**config.mk**
```make
export PLATFORM = sky130hd
export DESIGN_NAME = mux_scan_sampler_flat
export DESIGN_NICKNAME = d
export VERILOG_FILES = /design/src/rtl/mux_scan_sampler_pkg.sv /design/src/rtl/mux_scan_sampler_if.sv /design/src/rtl/mux_scan_sampler_settle_cnt.sv /design/src/rtl/mux_scan_sampler.sv /design/src/flat_wrapper.sv
export SDC_FILE = /design/constraint.sdc
export NUM_CORES = 1
export LEC_CHECK = 0
export ABC_CLOCK_PERIOD_IN_PS = 1700
export CAP_MARGIN = 20
export CORE_MARGIN = 5
export CORE_UTILIZATION = 40
export CTS_CLUSTER_SIZE = 25
export DETAILED_ROUTE_END_ITERATION = 6
export GPL_TIMING_DRIVEN = 0
export PLACE_DENSITY = 0.68
export SLEW_MARGIN = 15
export SYNTH_ARGS = -nofsm -noshare
export SYNTH_HDL_FRONTEND = slang
export SYNTH_SLANG_ARGS = --single-unit
```
**constraint.sdc**
```tcl
create_clock -name clk -period 1.7 [get_ports clk]
set_input_delay 0.34 -clock clk [delete_from_list [all_inputs] [get_ports clk]]
set_output_delay 0.34 -clock clk [all_outputs]
set_load 0.01 [all_outputs]
```
**src/rtl/mux_scan_sampler_pkg.sv**
```systemverilog
// Shared types and widths for the mux select scanner.
package mux_scan_pkg;
    localparam int SEL_W  = 2;
    localparam int WORD_W = 4;

    typedef enum logic [1:0] {ST_IDLE, ST_SCAN, ST_HOLD} scan_state_t;

    function automatic logic word_parity(input logic [WORD_W-1:0] w);
        return ^w;
    endfunction
endpackage

```
**src/rtl/mux_scan_sampler_if.sv**
```systemverilog
// Downstream word handshake. Optional MUX_SCAN_PARITY_EN adds word_par.
interface mux_scan_sampler_if;
    import mux_scan_pkg::*;
    logic [WORD_W-1:0] word;
    logic              word_valid;
    logic              word_ready;
`ifdef MUX_SCAN_PARITY_EN
    logic              word_par;
`endif

    modport master (
        output word, word_valid,
`ifdef MUX_SCAN_PARITY_EN
        output word_par,
`endif
        input  word_ready
    );
    modport slave (
        input  word, word_valid,
`ifdef MUX_SCAN_PARITY_EN
        input  word_par,
`endif
        output word_ready
    );
endinterface

```
**src/rtl/mux_scan_sampler_settle_cnt.sv**
```systemverilog
// Settle-time down-counter: done pulses on the last cycle of each hold period.
module mux_scan_settle_cnt #(
    parameter int SETTLE_CYC = 2
) (
    input  logic clk,
    input  logic rst_n,
    input  logic en,
    input  logic clr,
    output logic done
);
    localparam int CNT_W = (SETTLE_CYC > 1) ? $clog2(SETTLE_CYC) : 1;
    localparam logic [CNT_W-1:0] LOAD = CNT_W'(SETTLE_CYC - 1);

    logic [CNT_W-1:0] r_cnt;

    always_ff @(posedge clk or negedge rst_n) begin
        if (!rst_n)                          r_cnt <= LOAD;
        else if (clr || (en && r_cnt == '0)) r_cnt <= LOAD;
        else if (en)                         r_cnt <= r_cnt - 1'b1;
    end

    assign done = en && (r_cnt == '0);
endmodule

```
**src/rtl/mux_scan_sampler.sv**
```systemverilog
// Sweeps a 4:1 mux select, samples its output per select, delivers {d,c,b,a}.
// Optional MUX_SCAN_PARITY_EN adds registered parity output word_par.
module mux_scan_sampler
    import mux_scan_pkg::*;
#(
    parameter int SETTLE_CYC      = 2,
    parameter bit SCAN_CONTINUOUS = 1'b0
) (
    input  logic                clk,
    input  logic                rst_n,
    input  logic                start,
    output logic                S0,
    output logic                S1,
    input  logic                mux_in,
    output logic                busy,
    output logic                overrun,
    mux_scan_sampler_if.master  bus
);
    scan_state_t       r_state;
    logic [SEL_W-1:0]  r_sel;
    logic [WORD_W-1:0] r_shadow, r_word;
    logic              r_valid, r_busy, r_overrun;
    logic              w_done, w_accept, w_free, w_last;
    logic [WORD_W-1:0] w_sweep;
`ifdef MUX_SCAN_PARITY_EN
    logic              r_par;
`endif

    mux_scan_settle_cnt #(.SETTLE_CYC(SETTLE_CYC)) u_settle (
        .clk   (clk),
        .rst_n (rst_n),
        .en    (r_state == ST_SCAN),
        .clr   (r_state != ST_SCAN),
        .done  (w_done)
    );

    assign w_accept = r_valid && bus.word_ready;
    assign w_free   = !r_valid || bus.word_ready;
    assign w_last   = (r_sel == SEL_W'(WORD_W - 1));

    // Shadow with the current select's sample merged in; on the last select this is the full word.
    always_comb begin
        w_sweep        = r_shadow;
        w_sweep[r_sel] = mux_in;
    end

    always_ff @(posedge clk or negedge rst_n) begin
        if (!rst_n) begin
            r_state   <= ST_IDLE;
            r_sel     <= '0;
            r_shadow  <= '0;
            r_word    <= '0;
            r_valid   <= 1'b0;
            r_busy    <= 1'b0;
            r_overrun <= 1'b0;
`ifdef MUX_SCAN_PARITY_EN
            r_par     <= 1'b0;
`endif
        end else begin
            if (w_accept) r_valid <= 1'b0;
            case (r_state)
                ST_IDLE: if (start) begin
                    r_state <= ST_SCAN;
                    r_sel   <= '0;
                    r_busy  <= 1'b1;
                end
                ST_SCAN: if (w_done) begin
                    r_shadow <= w_sweep;
                    r_sel    <= r_sel + 1'b1;
                    if (w_last) begin
                        if (w_free) begin
                            r_word  <= w_sweep;
                            r_valid <= 1'b1;
`ifdef MUX_SCAN_PARITY_EN
                            r_par   <= word_parity(w_sweep);
`endif
                            if (!SCAN_CONTINUOUS) begin
                                r_state <= ST_IDLE;
                                r_busy  <= 1'b0;
                            end
                        end else if (SCAN_CONTINUOUS) begin
                            r_overrun <= 1'b1;
                        end else begin
                            r_state <= ST_HOLD;
                        end
                    end
                end
                ST_HOLD: if (w_accept) begin
                    r_word  <= r_shadow;
                    r_valid <= 1'b1;
`ifdef MUX_SCAN_PARITY_EN
                    r_par   <= word_parity(r_shadow);
`endif
                    r_state <= ST_IDLE;
                    r_busy  <= 1'b0;
                end
                default: r_state <= ST_IDLE;
            endcase
        end
    end

    assign S0             = r_sel[0];
    assign S1             = r_sel[1];
    assign busy           = r_busy;
    assign overrun        = r_overrun;
    assign bus.word       = r_word;
    assign bus.word_valid = r_valid;
`ifdef MUX_SCAN_PARITY_EN
    assign bus.word_par   = r_par;
`endif
endmodule
```
**src/flat_wrapper.sv**
```systemverilog
// flat-port wrapper written by rule: the top's interface ports become plain ports
module mux_scan_sampler_flat import mux_scan_pkg::*;
#(
    parameter int SETTLE_CYC      = 2,
    parameter bit SCAN_CONTINUOUS = 1'b0
)
  (clk, rst_n, start, S0, S1, mux_in, busy, overrun, bus_word, bus_word_valid, bus_word_ready);
  mux_scan_sampler_if bus_i ();
  input  logic clk;
  input  logic rst_n;
  input  logic start;
  output logic S0;
  output logic S1;
  input  logic mux_in;
  output logic busy;
  output logic overrun;
  output wire logic [$bits(bus_i.word)-1:0] bus_word;
  output wire logic [$bits(bus_i.word_valid)-1:0] bus_word_valid;
  input wire logic [$bits(bus_i.word_ready)-1:0] bus_word_ready;
  assign bus_word = bus_i.word;
  assign bus_word_valid = bus_i.word_valid;
  assign bus_i.word_ready = bus_word_ready;
  mux_scan_sampler #(.SETTLE_CYC(SETTLE_CYC), .SCAN_CONTINUOUS(SCAN_CONTINUOUS)) u_core (.clk(clk), .rst_n(rst_n), .start(start), .S0(S0), .S1(S1), .mux_in(mux_in), .busy(busy), .overrun(overrun), .bus(bus_i));
endmodule
```
==> flow_metrics.py <==
metrics = {
    "drt": {
        "dr_wl_met3_um": 41,
        "routedWlPerCell_um": 13.3,
        "routed_via_density": 5.01,
        "drt-met1-wl_um": 868,
        "ant_nets": 0,
        "drt-pass1-iter-count": 4,
        "wl_met2_um": 880,
        "routed.top_layer": "met4",
        "first_iter_violations": 11,
        "finalWirelength_um": 1810,
        "vias": 682,
        "drc": 0,
    },
    "grt": {
        "grt_overflow": 0,
        "grt_max_degree": 16,
        "grt_pass1_wl_um": 3170,
        "groute.usage.overall_pct": 12.4,
        "antenna_found_initial": 0,
        "grt_pass1_vias": 743,
    },
    "placed_design": {
        "gp_congestion": 0.801,
        "io_buffers": 12,
        "postPlaceCellArea_sq_um": 1050,
        "hpwl_um": 1210,
    },
    "setup_path": {
        "crit_buf_inv": 2,
        "path_cells": "inv_2 -> ha_4 -> and2b_4 -> nand2_4 -> o32ai_4 -> buf_6 -> mux2_4",
        "crit_slowest_cell": "dfrtp_1",
        "cp_max_fo": 3,
        "crit_path_end_kind": "register",
        "critPathMaxStageDelay_ns": 0.40,
        "critical_path_required_ns": 1.88,
        "crit_arrival_ns": 1.92,
        "path_delay_family": "flip-flops",
        "worstSetupPathType": "reg2reg",
        "start_kind": "register",
    },
    "outcome": {
        "failed_checks": "negative setup slack",
        "outcome": "complete, but fails checks",
    },
    "timing": {
        "fin_skew_ns": 0.00647,
        "report.final.hold_viol_count": 0,
        "worst_pin_slew_ns": 0.690,
        "period_share_pct": 102,
        "final-setup-viol-count": 3,
        "fmax_mhz": 574,
        "fin_crit_ns": 1.74,
        "relSlewSlack_pct": 53.8,
        "drv_slew": 0,
        "hold_ws_ns": 0.461,
        "layout_setup_ws_ns": -0.0420,
        "rsz0062_at_grt": "yes",
    },
    "worst_hold_path": {
        "hp-class": "in2async",
    },
    "pwr": {
        "combPwrFrac_pct": 54.6,
        "power.leakage_nw": 0.536,
        "p_int_mw": 1.04,
        "switchingPower_mw": 0.603,
        "p_clk_share_pct": 12.6,
        "p_per_area_nw_per_um2": 1340,
        "peakVddDrop_uv": 687,
        "switching_share_pct": 36.8,
        "p_seq_share_pct": 32.9,
    },
    "cells_and_area": {
        "regArea_sq_um": 379,
        "n_fill_cell": 207,
        "final_area_sq_um": 1230,
        "insertedDiodeCount": 0,
        "area_growth_pct": 36.9,
        "num-nets-final": 121,
        "drive_gt1_share_pct": 38.9,
        "final_util_pct": 56.5,
        "multi_input_area_sq_um": 544,
    },
    "clock_network": {
        "cts_buffers": 3,
        "cts_sinks": 15,
        "path_clk_slew_ns": 0.10,
        "clockBufferDepth": 2,
        "ctsHtreeMaxLevel": 1,
        "clock_latency_ns": 0.28,
        "cts_hold_buf": 0,
        "cts_root_buf": "clkbuf_4",
        "cts_tree": "done",
    },
    "synthesis": {
        "yosys.area.top_type": "dfrtp_1",
        "synth-edff-count": 0,
        "synth-seq-cells": 15,
        "postSynthCellCount": 81,
        "yosys_warnings": 1,
        "syn_avg_cell_area_sq_um": 11.1,
        "ys_seq_area_share_pct": 42.0,
        "synth_common_cells": "14 x dfrtp_1, 12 x nand2_1, 10 x mux2_2",
        "syn_area_sq_um": 896,
        "synthTopCellsByArea": "dfrtp_1 39%, mux2_2 13%, ha_1 9.8%, nand2_1 5.0%, o32ai_4 3.1%",
        "async_flop_share_pct": 100,
        "yosys_most_used_dff": "dfrtp_1",
        "synth_top_area_share_pct": 39.1,
        "syn-num-nets": 93,
        "synth_most_common_cell": "dfrtp_1",
        "synth_cell_types": 28,
    },
    "floorplan": {
        "die-area_sq_um": 3290,
        "num_io_pins": 14,
        "die_w_um": 57.3,
        "rows": 17,
        "initial_core_util_pct": 41.3,
        "core_sq_um": 2170,
        "die_h_um": 57.3,
    },
    "job": {
        "cap_violations": 0,
    },
}
## flip-flops by register name, indices dropped and copies added, names as in the netlist
signal and flops:
u_core.bus.word 4, u_core.r_sel 2, u_core.r_shadow 4, u_core.r_state 2
u_core.u_settle.r_cnt 1, u_core.bus.word_valid 1, u_core.busy 1
## logic make-up after synthesis
kind of cell    Yosys count  share of synthesized area (%)
other cells               1                          0.419
simple gates             24                           14.9
flops                    15                           42.0
mux                      12                           15.1
fa+ha+maj                 7                           9.78
compound gates           16                           14.8
buf+inv                   6                           2.93
## metal layers
layer	vias to the layer above	GRT usage (%)
li1	335	-
met1	337	14.2
met2	8	21.4
met3	2	2.26
met4	0	7.62
met5	-	0
## what timing repair did
item | in CTS | in global routing
pin swaps | 2 | 1
setup endpoints to repair | 4 | 6
buffers inserted | 11 | 0
cloned | 0 | 0
resized for setup | 12 | 3
## stage by stage
| stage | power, mW | worst slack (ns) | instances | setup TNS, ns |
|---|---|---|---|---|
| floorplan | 1.05 | 0.00587 | 81 | 0 |
| global placement | 1.22 | -0.165 | 121 | -0.636 |
| detailed placement | 1.24 | -0.191 | 121 | -0.743 |
| CTS | 1.64 | -0.0377 | 136 | -0.0653 |
| global route | 1.77 | -0.114 | 136 | -0.368 |
| finish | 1.64 | -0.0420 | 136 | -0.118 |
## placed cells by master, fill, tap and decap left out, types with 3 or more instances in the layout
cell             instances
inv_1                    4
buf_4                    9
buf_6                    3
clkbuf_4                 3
dfrtp_1                 12
nand2_1                 12
mux2_2                   7
o21ai_0                  5
nand2b_1                 3
mux2_4                   3
clkdlybuf4s50_1         12
ha_1                     4
## worst paths after layout
kind                                    start  slack, ns  cells after the start                 end
max in group asynchronous               rst_n       0.75                      1     u_core.r_sel[0]
min reg2reg                u_core.bus.word[3]       0.50                      1  u_core.bus.word[3]
min                                     rst_n       0.46                      1  u_core.bus.word[1]
max                         u_core.r_state[1]      -0.04                      7  u_core.bus.word[0]
max reg2reg                 u_core.r_state[1]      -0.04                      7  u_core.bus.word[0]
min in group clk           u_core.bus.word[3]       0.50                      1  u_core.bus.word[3]
## layout make-up
type / count / area share [%]
inverters: 5 / 1.53
multi-input cells: 60 / 44.4
repair buffers: 23 / 17.4
flip-flops and latches: 15 / 30.9
plain buffers: 1 / 0.612
well taps: 28 / 2.86
clock buffers: 3 / 1.84
clock inverters: 1 / 0.408
## power groups by stage
| stage | logic [mW] | registers (mW) | clock network [mW] |
|---|---|---|---|
| 2_1_floorplan | 0.504 | 0.546 | 0 |
| 3_3_place_gp | 0.674 | 0.547 | 0 |
| 3_5_place_dp | 0.690 | 0.552 | 0 |
| 4_1_cts | 0.891 | 0.536 | 0.216 |
| 5_1_grt | 0.979 | 0.551 | 0.240 |
| 6_report | 0.894 | 0.539 | 0.206 |
Note: power is estimated with default switching activity, not from simulation.
